## config.mk

```make
export PLATFORM = sky130hd
export DESIGN_NAME = cache_controller_flat
export DESIGN_NICKNAME = d
export VERILOG_FILES = /design/src/rtl/cache_pkg.sv /design/src/rtl/cache_controller_if.sv /design/src/rtl/cache_line_store.sv /design/src/rtl/cache_controller.sv /design/src/flat_wrapper.sv
export SDC_FILE = /design/constraint.sdc
export NUM_CORES = 1
export LEC_CHECK = 0
export ABC_CLOCK_PERIOD_IN_PS = 11600
export CAP_MARGIN = 20
export CORE_MARGIN = 5
export CORE_UTILIZATION = 55
export DETAILED_ROUTE_END_ITERATION = 10
export HOLD_SLACK_MARGIN = 0.06
export PLACE_DENSITY = 0.83
export SYNTH_ARGS = -nofsm -noshare
export SYNTH_HDL_FRONTEND = slang
export SYNTH_HIERARCHICAL = 1
export SYNTH_SLANG_ARGS = --single-unit
```

## constraint.sdc

```tcl
create_clock -name clock -period 11.6 [get_ports clock]
set_input_delay 2.32 -clock clock [delete_from_list [all_inputs] [get_ports clock]]
set_output_delay 2.32 -clock clock [all_outputs]
set_load 0.02 [all_outputs]
```

## src/rtl/cache_pkg.sv

```systemverilog
// Shared types and address helpers for the direct-mapped write-through cache controller.
package cache_pkg;

    typedef enum logic [1:0] {
        IDLE     = 2'd0,
        MEM_RD   = 2'd1,
        MEM_WAIT = 2'd2,
        MEM_WR   = 2'd3
    } state_t;

    localparam int STAT_WIDTH = 16;

    // Low index_bits of a word address select the cache line.
    function automatic logic [31:0] addr_index(input logic [31:0] addr, input int index_bits);
        return addr & ((32'd1 << index_bits) - 32'd1);
    endfunction

    // Remaining upper bits form the tag stored alongside the line.
    function automatic logic [31:0] addr_tag(input logic [31:0] addr, input int index_bits);
        return addr >> index_bits;
    endfunction

endpackage

```

## src/rtl/cache_controller_if.sv

```systemverilog
// Processor request bus and main-memory port bundled for the cache controller.
interface cache_controller_if #(
    parameter int DATA_WIDTH = 32,
    parameter int ADDR_WIDTH = 10
);
    logic                  cpu_req;
    logic                  cpu_we;
    logic [ADDR_WIDTH-1:0] cpu_addr;
    logic [DATA_WIDTH-1:0] cpu_wdata;
    logic                  cpu_ready;
    logic                  cpu_rvalid;
    logic [DATA_WIDTH-1:0] cpu_rdata;

    logic                  mem_enable;
    logic                  mem_read;
    logic                  mem_write;
    logic [ADDR_WIDTH-1:0] mem_address;
    logic [DATA_WIDTH-1:0] mem_write_data;
    logic [DATA_WIDTH-1:0] mem_read_data;

    // Controller side.
    modport slave (
        input  cpu_req, cpu_we, cpu_addr, cpu_wdata, mem_read_data,
        output cpu_ready, cpu_rvalid, cpu_rdata,
        output mem_enable, mem_read, mem_write, mem_address, mem_write_data
    );

    // Requester plus memory side.
    modport master (
        output cpu_req, cpu_we, cpu_addr, cpu_wdata, mem_read_data,
        input  cpu_ready, cpu_rvalid, cpu_rdata,
        input  mem_enable, mem_read, mem_write, mem_address, mem_write_data
    );
endinterface

```

## src/rtl/cache_line_store.sv

```systemverilog
// Valid/tag/data arrays for a direct-mapped cache of one-word lines.
// Combinational lookup, single synchronous write port, valid bits cleared on reset.
module cache_line_store
    import cache_pkg::*;
#(
    parameter int DATA_WIDTH = 32,
    parameter int INDEX_BITS = 4,
    parameter int TAG_WIDTH  = 6
) (
    input  logic                  clock,
    input  logic                  reset_n,
    input  logic [INDEX_BITS-1:0] lookup_index,
    input  logic [TAG_WIDTH-1:0]  lookup_tag,
    output logic                  hit,
    output logic [DATA_WIDTH-1:0] rdata,
    input  logic                  write_en,
    input  logic [INDEX_BITS-1:0] write_index,
    input  logic [TAG_WIDTH-1:0]  write_tag,
    input  logic [DATA_WIDTH-1:0] write_data
);
    localparam int LINES = 2 ** INDEX_BITS;

    logic [LINES-1:0]      valid_reg;
    logic [TAG_WIDTH-1:0]  tag_mem  [LINES];
    logic [DATA_WIDTH-1:0] data_mem [LINES];

    // A write always leaves its line valid: fills set it, hit updates find it already set.
    generate
        for (genvar gi = 0; gi < LINES; gi++) begin : g_valid
            always_ff @(posedge clock or negedge reset_n) begin
                if (!reset_n) begin
                    valid_reg[gi] <= 1'b0;
                end else if (write_en && (write_index == INDEX_BITS'(gi))) begin
                    valid_reg[gi] <= 1'b1;
                end
            end
        end
    endgenerate

    always_ff @(posedge clock) begin
        if (write_en) begin
            tag_mem[write_index]  <= write_tag;
            data_mem[write_index] <= write_data;
        end
    end

    assign hit   = valid_reg[lookup_index] && (tag_mem[lookup_index] == lookup_tag);
    assign rdata = data_mem[lookup_index];

endmodule

```

## src/rtl/cache_controller.sv

```systemverilog
// Direct-mapped, write-through, no-write-allocate cache controller with fixed-latency memory reads.
// Optional hit/miss counters are built when CACHE_STATS_EN is defined.
module cache_controller
    import cache_pkg::*;
#(
    parameter int DATA_WIDTH  = 32,
    parameter int ADDR_WIDTH  = 10,
    parameter int INDEX_BITS  = 4,
    parameter int MEM_LATENCY = 1
) (
    input  logic                  clock,
    input  logic                  reset_n,
    cache_controller_if.slave     bus
`ifdef CACHE_STATS_EN
    ,
    output logic [STAT_WIDTH-1:0] hit_count,
    output logic [STAT_WIDTH-1:0] miss_count
`endif
);
    localparam int TAG_WIDTH = ADDR_WIDTH - INDEX_BITS;
    localparam int CNT_WIDTH = $clog2(MEM_LATENCY + 1);

    state_t                state_reg, state_next;
    logic [CNT_WIDTH-1:0]  count_reg, count_next;
    logic [ADDR_WIDTH-1:0] addr_reg, addr_next;
    logic [DATA_WIDTH-1:0] wdata_reg, wdata_next;
    logic [DATA_WIDTH-1:0] rdata_reg, rdata_next;
    logic                  rvalid_reg, rvalid_next;

    logic                  accept;
    logic [INDEX_BITS-1:0] req_index, fill_index;
    logic [TAG_WIDTH-1:0]  req_tag, fill_tag;
    logic                  lookup_hit;
    logic [DATA_WIDTH-1:0] lookup_rdata;

    logic                  store_we;
    logic [INDEX_BITS-1:0] store_index;
    logic [TAG_WIDTH-1:0]  store_tag;
    logic [DATA_WIDTH-1:0] store_wdata;

    logic                  mem_enable_comb, mem_read_comb, mem_write_comb;

    assign accept     = bus.cpu_req && (state_reg == IDLE);
    assign req_index  = INDEX_BITS'(addr_index(32'(bus.cpu_addr), INDEX_BITS));
    assign req_tag    = TAG_WIDTH'(addr_tag(32'(bus.cpu_addr), INDEX_BITS));
    assign fill_index = INDEX_BITS'(addr_index(32'(addr_reg), INDEX_BITS));
    assign fill_tag   = TAG_WIDTH'(addr_tag(32'(addr_reg), INDEX_BITS));

    cache_line_store #(
        .DATA_WIDTH (DATA_WIDTH),
        .INDEX_BITS (INDEX_BITS),
        .TAG_WIDTH  (TAG_WIDTH)
    ) u_store (
        .clock        (clock),
        .reset_n      (reset_n),
        .lookup_index (req_index),
        .lookup_tag   (req_tag),
        .hit          (lookup_hit),
        .rdata        (lookup_rdata),
        .write_en     (store_we),
        .write_index  (store_index),
        .write_tag    (store_tag),
        .write_data   (store_wdata)
    );

    always_ff @(posedge clock or negedge reset_n) begin
        if (!reset_n) begin
            state_reg  <= IDLE;
            count_reg  <= '0;
            addr_reg   <= '0;
            wdata_reg  <= '0;
            rdata_reg  <= '0;
            rvalid_reg <= 1'b0;
        end else begin
            state_reg  <= state_next;
            count_reg  <= count_next;
            addr_reg   <= addr_next;
            wdata_reg  <= wdata_next;
            rdata_reg  <= rdata_next;
            rvalid_reg <= rvalid_next;
        end
    end

    always_comb begin
        state_next      = state_reg;
        count_next      = count_reg;
        addr_next       = addr_reg;
        wdata_next      = wdata_reg;
        rdata_next      = rdata_reg;
        rvalid_next     = 1'b0;
        store_we        = 1'b0;
        store_index     = req_index;
        store_tag       = req_tag;
        store_wdata     = bus.cpu_wdata;
        mem_enable_comb = 1'b0;
        mem_read_comb   = 1'b0;
        mem_write_comb  = 1'b0;

        case (state_reg)
            IDLE: begin
                if (accept) begin
                    if (bus.cpu_we) begin
                        // Write-through: refresh a resident line, never allocate on a miss.
                        addr_next  = bus.cpu_addr;
                        wdata_next = bus.cpu_wdata;
                        store_we   = lookup_hit;
                        state_next = MEM_WR;
                    end else if (lookup_hit) begin
                        rdata_next  = lookup_rdata;
                        rvalid_next = 1'b1;
                    end else begin
                        addr_next  = bus.cpu_addr;
                        state_next = MEM_RD;
                    end
                end
            end
            MEM_RD: begin
                mem_enable_comb = 1'b1;
                mem_read_comb   = 1'b1;
                count_next      = CNT_WIDTH'(MEM_LATENCY);
                state_next      = MEM_WAIT;
            end
            MEM_WAIT: begin
                // Memory flags are sticky, so completion is timed purely by the counter.
                count_next = count_reg - CNT_WIDTH'(1);
                if (count_reg == CNT_WIDTH'(1)) begin
                    store_we    = 1'b1;
                    store_index = fill_index;
                    store_tag   = fill_tag;
                    store_wdata = bus.mem_read_data;
                    rdata_next  = bus.mem_read_data;
                    rvalid_next = 1'b1;
                    state_next  = IDLE;
                end
            end
            MEM_WR: begin
                mem_enable_comb = 1'b1;
                mem_write_comb  = 1'b1;
                state_next      = IDLE;
            end
            default: state_next = IDLE;
        endcase
    end

    assign bus.cpu_ready      = (state_reg == IDLE);
    assign bus.cpu_rvalid     = rvalid_reg;
    assign bus.cpu_rdata      = rdata_reg;
    assign bus.mem_enable     = mem_enable_comb;
    assign bus.mem_read       = mem_read_comb;
    assign bus.mem_write      = mem_write_comb;
    assign bus.mem_address    = addr_reg;
    assign bus.mem_write_data = wdata_reg;

`ifdef CACHE_STATS_EN
    logic [STAT_WIDTH-1:0] hit_count_reg, miss_count_reg;

    // Each accepted read bumps exactly one counter; both stick at all-ones.
    always_ff @(posedge clock or negedge reset_n) begin
        if (!reset_n) begin
            hit_count_reg  <= '0;
            miss_count_reg <= '0;
        end else if (accept && !bus.cpu_we) begin
            if (lookup_hit) begin
                if (hit_count_reg != '1) hit_count_reg <= hit_count_reg + STAT_WIDTH'(1);
            end else begin
                if (miss_count_reg != '1) miss_count_reg <= miss_count_reg + STAT_WIDTH'(1);
            end
        end
    end

    assign hit_count  = hit_count_reg;
    assign miss_count = miss_count_reg;
`endif

endmodule

```

## src/flat_wrapper.sv

```systemverilog
// flat-port wrapper written by rule: the top's interface ports become plain ports
module cache_controller_flat import cache_pkg::*;
#(
    parameter int DATA_WIDTH  = 32,
    parameter int ADDR_WIDTH  = 10,
    parameter int INDEX_BITS  = 4,
    parameter int MEM_LATENCY = 1
)
  (clock, reset_n, bus_cpu_req, bus_cpu_we, bus_cpu_addr, bus_cpu_wdata, bus_mem_read_data, bus_cpu_ready, bus_cpu_rvalid, bus_cpu_rdata, bus_mem_enable, bus_mem_read, bus_mem_write, bus_mem_address, bus_mem_write_data);
  cache_controller_if #(.DATA_WIDTH(DATA_WIDTH), .ADDR_WIDTH(ADDR_WIDTH)) bus_i ();
  input  logic clock;
  input  logic reset_n;
  input wire logic [$bits(bus_i.cpu_req)-1:0] bus_cpu_req;
  input wire logic [$bits(bus_i.cpu_we)-1:0] bus_cpu_we;
  input wire logic [$bits(bus_i.cpu_addr)-1:0] bus_cpu_addr;
  input wire logic [$bits(bus_i.cpu_wdata)-1:0] bus_cpu_wdata;
  input wire logic [$bits(bus_i.mem_read_data)-1:0] bus_mem_read_data;
  output wire logic [$bits(bus_i.cpu_ready)-1:0] bus_cpu_ready;
  output wire logic [$bits(bus_i.cpu_rvalid)-1:0] bus_cpu_rvalid;
  output wire logic [$bits(bus_i.cpu_rdata)-1:0] bus_cpu_rdata;
  output wire logic [$bits(bus_i.mem_enable)-1:0] bus_mem_enable;
  output wire logic [$bits(bus_i.mem_read)-1:0] bus_mem_read;
  output wire logic [$bits(bus_i.mem_write)-1:0] bus_mem_write;
  output wire logic [$bits(bus_i.mem_address)-1:0] bus_mem_address;
  output wire logic [$bits(bus_i.mem_write_data)-1:0] bus_mem_write_data;
  assign bus_i.cpu_req = bus_cpu_req;
  assign bus_i.cpu_we = bus_cpu_we;
  assign bus_i.cpu_addr = bus_cpu_addr;
  assign bus_i.cpu_wdata = bus_cpu_wdata;
  assign bus_i.mem_read_data = bus_mem_read_data;
  assign bus_cpu_ready = bus_i.cpu_ready;
  assign bus_cpu_rvalid = bus_i.cpu_rvalid;
  assign bus_cpu_rdata = bus_i.cpu_rdata;
  assign bus_mem_enable = bus_i.mem_enable;
  assign bus_mem_read = bus_i.mem_read;
  assign bus_mem_write = bus_i.mem_write;
  assign bus_mem_address = bus_i.mem_address;
  assign bus_mem_write_data = bus_i.mem_write_data;
  cache_controller #(.DATA_WIDTH(DATA_WIDTH), .ADDR_WIDTH(ADDR_WIDTH), .INDEX_BITS(INDEX_BITS), .MEM_LATENCY(MEM_LATENCY)) u_core (.clock(clock), .reset_n(reset_n), .bus(bus_i));
endmodule
```

* Yosys cells after proc, flatten, opt, wreduce, memory -nomap -nowiden
Memory sizes are Yosys's and may differ from the RTL's. Cells that the tools add are included.
Storage, ports and cells: bits of input ports 78, register bits 94, RAM bits 608, logic and storage cells 112, memories kept 2, bits in latches 0, ROM bits 0
Memory list:
- u_core.u_store.data_mem | words 16, width 32, rd ports 1, clocked after memory_dff 0, wr ports 1, line cache_line_store.sv:25 | logic [DATA_WIDTH-1:0] data_mem [LINES];
- u_core.u_store.tag_mem | words 16, width 6, rd ports 1, clocked after memory_dff 0, wr ports 1, line cache_line_store.sv:24 | logic [TAG_WIDTH-1:0] tag_mem [LINES];
Operators by class: muxes and demuxes 34, equality and inequality tests 25, multipliers 0, $lt $le $gt $ge 1, div/mod/pow operators 0, add/subtract/negate cells 1, bitwise gates (word level) 0, shift operators 0, reduce and logical (&&, ||, !) cells 27
Operator list (number):
- two-way mux 32 bit | 6
- case mux 32 bit (2 select lines) | 1
- equality test 4 bit (second input constant) | 8
- two-way mux 10 bit | 2
- logical AND 1 bit | 18
- equality test 4 x 3 -> 1 bit (second input constant) | 4
- two-way mux 1 bit | 12
- two-way mux 6 bit | 2
- AND reduction 3 bit | 3
- equality test 4 x 2 -> 1 bit (second input constant) | 2
- two-way mux 2 bit | 4
- two-way mux 4 bit | 2
- case mux 2 bit (4 select lines) | 1
- equality test 6 bit | 1
- != test 2 x 1 -> 1 bit (second input constant) | 3
- case mux 1 bit (2 select lines) | 3
- less-than comparator 4 x 5 -> 1 bit (second input constant) | 1
- AND reduction 5 bit | 1
- binary-select mux 1 bit (select 4 bit) | 1
- equality test 2 bit (second input constant) | 2
- equality test 4 x 1 -> 1 bit (second input constant) | 1
- zero test 4 bit | 1
- != test 2 bit (second input constant) | 2
- nonzero test 2 bit | 2
- other kinds (5) | 5

* Depth between registers and ports, before layout
depth in word-level cells 8, mapped depth 14, mapped depth without buffers 11

* Modules after synthesis
The synthesis kept the hierarchy.
Modules (own cells, without submodules):
- cache_line_store | instances 1, area an instance 23641.4 um2, cells an instance 933
- cache_controller | instances 1, area an instance 3947.5 um2, cells an instance 266

* Worst setup path after synthesis
OpenSTA, ideal clock, no wires.
path type input port to flip-flop, from input bus_cpu_addr[2], to memory u_core.u_store.data_mem[0][0], enable pin, arrival 7.605 ns, setup time 0.482 ns, cell stages on the path 11, path slack 3.513 ns, required time 11.118 ns, path through buf_2 -> clkbuf_1 -> mux4_1 -> a221oi_1 -> xor2_1 -> nand4_1 -> nor3_2 -> inv_1 -> o21ai_0 -> or3b_2 -> nor3_1
Between the ends: cells in the longest elaborated chain, start to end 8, elaborated cells between the ends (all ways) 12, those cells by class eq/ne (1); mux (9); reduce/logical (1); memory (1)
Ends and longest elaborated chain:
- from (decl) | line flat_wrapper.sv:15 | input wire logic [$bits(bus_i.cpu_addr)-1:0] bus_cpu_addr;
- memory (16 x 6 bit) / binary-select mux 1 bit (select 4 bit) (equally long branches)
- equality test 6 bit / two-way mux 1 bit (equally long branches) | line cache_line_store.sv:47 | assign hit = valid_reg[lookup_index] && (tag_mem[lookup_index] == lookup_tag);
- logical AND 1 bit * | line cache_line_store.sv:47
- net u_core.lookup_hit | line cache_controller.sv:33 | logic lookup_hit;
- two-way mux 1 bit * | line cache_controller.sv:102 | if (bus.cpu_we) begin
- two-way mux 1 bit * | line cache_controller.sv:101 | if (accept) begin
- case mux 1 bit (2 select lines) * | line cache_controller.sv:99 | case (state_reg)
- net u_core.store_we | line cache_controller.sv:36 | logic store_we;
- two-way mux 1 bit * | line cache_line_store.sv:41 | if (write_en) begin
- two-way mux 1 bit (not written as such) * | line cache_line_store.sv:43 | data_mem[write_index] <= write_data;
- to (decl) | line cache_line_store.sv:25
The timed path passes the listed nets; every way through them passes the cells marked *. The select of a mux whose other input is x is not followed.

* Worst setup path in the final report
from input bus_cpu_addr[1], to memory u_core.u_store.data_mem[5][31], enable pin
Same word-level chain as after synthesis.

==> summary.txt <==
Outcome: finished clean
DRT Wirelength: 61740 um
Clock Latency Late Sink: 0.60 ns
Via/cell ratio: 6.242
Grt total ovfl: 0
Cells along the critical path: buf_6, mux4_1, mux4_2, xnor2_1, nand4_1, nor3_2, inv_1, o21ai_0, nand3b_1, nor2_4, buf_4
Final Cycle Share: 59.67%
PnR worst setup slack: 4.679 ns
Cell Area, Synth: 27590 um2
Multi-input gate area: 6750 um2
Die W: 234.0 um
DR vias: 13280
Wirelength per Cell: 29.02 um
Max reg flops: 512
WS Path Type: primary input to flip-flop
Clock sink count: 702
Initial antenna violation count: 3
Maximum Capacitance Violations: 0
CTS tree: built
Ys Warns: 6
CP max stage cell: buf_6
Min-delay src: u_core/u_store/valid_reg[14]
Post-route minimum period: 6.921 ns
Synthesized area per cell: 23.01 um2
Post-synthesis sequential area ratio: 74.70%
Drt pass-1 iters: 5
Worst min-delay path class: flip-flop to flip-flop
Hold_buf cts: 0
Root Buffer: clkbuf_16
Reg with most FFs: u_core/u_store/data_mem
GRT Util Overall: 22.98%
Htree depth: 3
Clock Tree Buf Depth: 3
Worst-path clk slew: 0.06 ns
Core area: 49860 um2
Setup TNS: 0 ns
Power density over the cells: 217.4 nW/um2
LEAKAGE: 0.01062 uW
FP Rows: 82
# diodes: 0
P&R area growth vs syn: 17.15%
Die Height: 234.0 um
Largest net degree at the start of global routing: 89
Die area: 54740 um2
End of the worst hold path: u_core/u_store/valid_reg[14]
Crit. End Element: flip-flop
Critical Path Start Type: primary input
Worst hold path cell count: 1
Net Count, Synth: 1282
Worst R2R Setup Slack: 6.89 ns
Vias in the first global route: 14240
DRC viols: 0
Syn Inst Count: 1199
Final Skew: 0.02824 ns
CP required: 11.83 ns
Post-CTS Setup Inserts: 0
I/O Pins: 157
Reg-to-reg startpoint: u_core/u_store/tag_mem[6][1]
Nets: 1481
Worst path arrival time: 7.15 ns
Highest Clock Rate: 0.1445 GHz
Detailed Place HPWL: 32780 um
Critical path fanouts, max: 88
Fill count: 3131
Max Slew Vio Count: 0
IO Port Bufs: 156
Biggest regs: u_core/u_store/data_mem x512, u_core/u_store/tag_mem x96
Post-DRT Antenna Nets: 0
Setup Slack @ Placement: 4.276 ns
Max-Slew Margin vs Limit: 29.76%
Maximum VDD drop: 147.2 uV
CP max stage delay: 0.65 ns
Most frequent cells in the layout: edfxtp_1, mux4_2, clkdlybuf4s50_1
Worst reg2reg path endpoint: u_core/u_store/data_mem[5][31]
Setup Viol. Count Final: 0
Register bit total from synthesis: 702
Proportion of layout cells with a drive suffix above 1: 34.75%
FF+latch area: 20610 um2
RSZ-0062 raised after global routing: false
Clock buffer count from CTS: 70
DRT iter0 DRCs: 1504
Worst-margin pin slew: 1.054 ns
First-pass GRT wire length: 91890 um
Hold Vio Cnt, Final: 0
Routability cong.: 0.7738
Cts repair resizes: 0
Most common cell after layout, fill and taps aside: edfxtp_1
Worst-case reg-to-reg path depth: 10
Synth unique cells: 43
Initial Util: 55.33%
==> metal layers <==
metal  track usage (%)  vias to the layer above  routed length (um)
met5                 0                        -                   7
met4             8.093                        2                2328
met3             4.528                      142                4265
met2             39.36                      643               32240
met1             29.89                     7072               22900
li1                  -                     5424                   -
==> worst max-delay path, delay by kind of cell <==
| family | cells | cell delay [ns] |
|---|---|---|
| simple gates | 4 | 1.69 |
| buf+inv | 3 | 1.29 |
| mux | 2 | 1.13 |
| compound gates | 1 | 0.42 |
| xor+xnor | 1 | 0.21 |
==> final cells by class <==
class / count / area share, %
sequential: 702 / 63.77
multi-input combinational: 435 / 20.89
clock buffer: 96 / 6.171
timing repair buffer: 185 / 5.617
tap: 672 / 2.602
clock inverter: 34 / 0.9098
inverter: 4 / 0.04646
==> kinds of logic after synthesis <==
| family | after synthesis | share of synthesized area, % |
|---|---|---|
| multiplexers | 352 | 21.93 |
| AND/OR/NAND/NOR | 55 | 1.161 |
| flip-flops | 702 | 74.70 |
| adder cells (fa/ha/maj) | 5 | 0.2268 |
| buffers and inverters | 62 | 1.238 |
| AO/OA/AOI/OAI | 16 | 0.5215 |
| XOR/XNOR | 7 | 0.2222 |
==> per-stage QoR <==
step	util, %	total power (uW)	instances	hold slack, ns	instance area [um2]
6_report	64.82	7025	2128	0.4702	32320
5_1_grt	64.82	7301	2128	0.4934	32320
4_1_cts	64.71	7079	2126	0.4689	32260
3_5_place_dp	60.12	4831	1996	0.4505	29980
3_3_place_gp	60.12	4768	1996	0.4475	29980
2_1_floorplan	-	4216	1199	0.4337	27590
==> Yosys cell counts, drive strengths merged <==
cell type / n / area share, %
a311o: 1 / 0.036
nor2: 13 / 0.18
nor3: 5 / 0.11
o21ai: 1 / 0.018
o31ai: 1 / 0.027
nand3: 3 / 0.073
a22o: 2 / 0.064
ha: 5 / 0.23
buf: 52 / 1.1
a21oi: 2 / 0.077
a21o: 1 / 0.027
a31oi: 1 / 0.023
a211oi: 2 / 0.054
nand4: 1 / 0.023
xor2: 3 / 0.095
xnor2: 4 / 0.13
nand2b: 3 / 0.095
nand3b: 3 / 0.082
or2: 17 / 0.39
a221oi: 2 / 0.064
mux2i: 16 / 0.58
and2: 1 / 0.023
a22oi: 3 / 0.13
nand2: 3 / 0.050
clkbuf: 6 / 0.082
nor2b: 5 / 0.11
mux2: 150 / 6.1
edfxtp: 608 / 66
mux4: 186 / 15
or3b: 1 / 0.032
inv: 4 / 0.054
dfrtp: 94 / 8.5
==> where the power goes <==
group          total [uW]  switching, uW  internal, uW
registers            3300            119          3180
logic                1490            813           677
clock network        2240            937          1300
==> worst max path at each step <==
stage | to | depth (start not counted) | from
floorplan | u_core/u_store/data_mem[0][0] | 11 | bus_cpu_addr[2]
global placement | u_core/u_store/data_mem[15][1] | 11 | bus_cpu_addr[1]
detailed placement | u_core/u_store/data_mem[14][4] | 11 | bus_cpu_addr[1]
CTS | u_core/u_store/tag_mem[5][2] | 11 | bus_cpu_addr[1]
global route | u_core/u_store/tag_mem[5][2] | 11 | bus_cpu_addr[0]
finish | u_core/u_store/data_mem[5][31] | 11 | bus_cpu_addr[1]
Note: power is estimated with default switching activity, not from simulation.
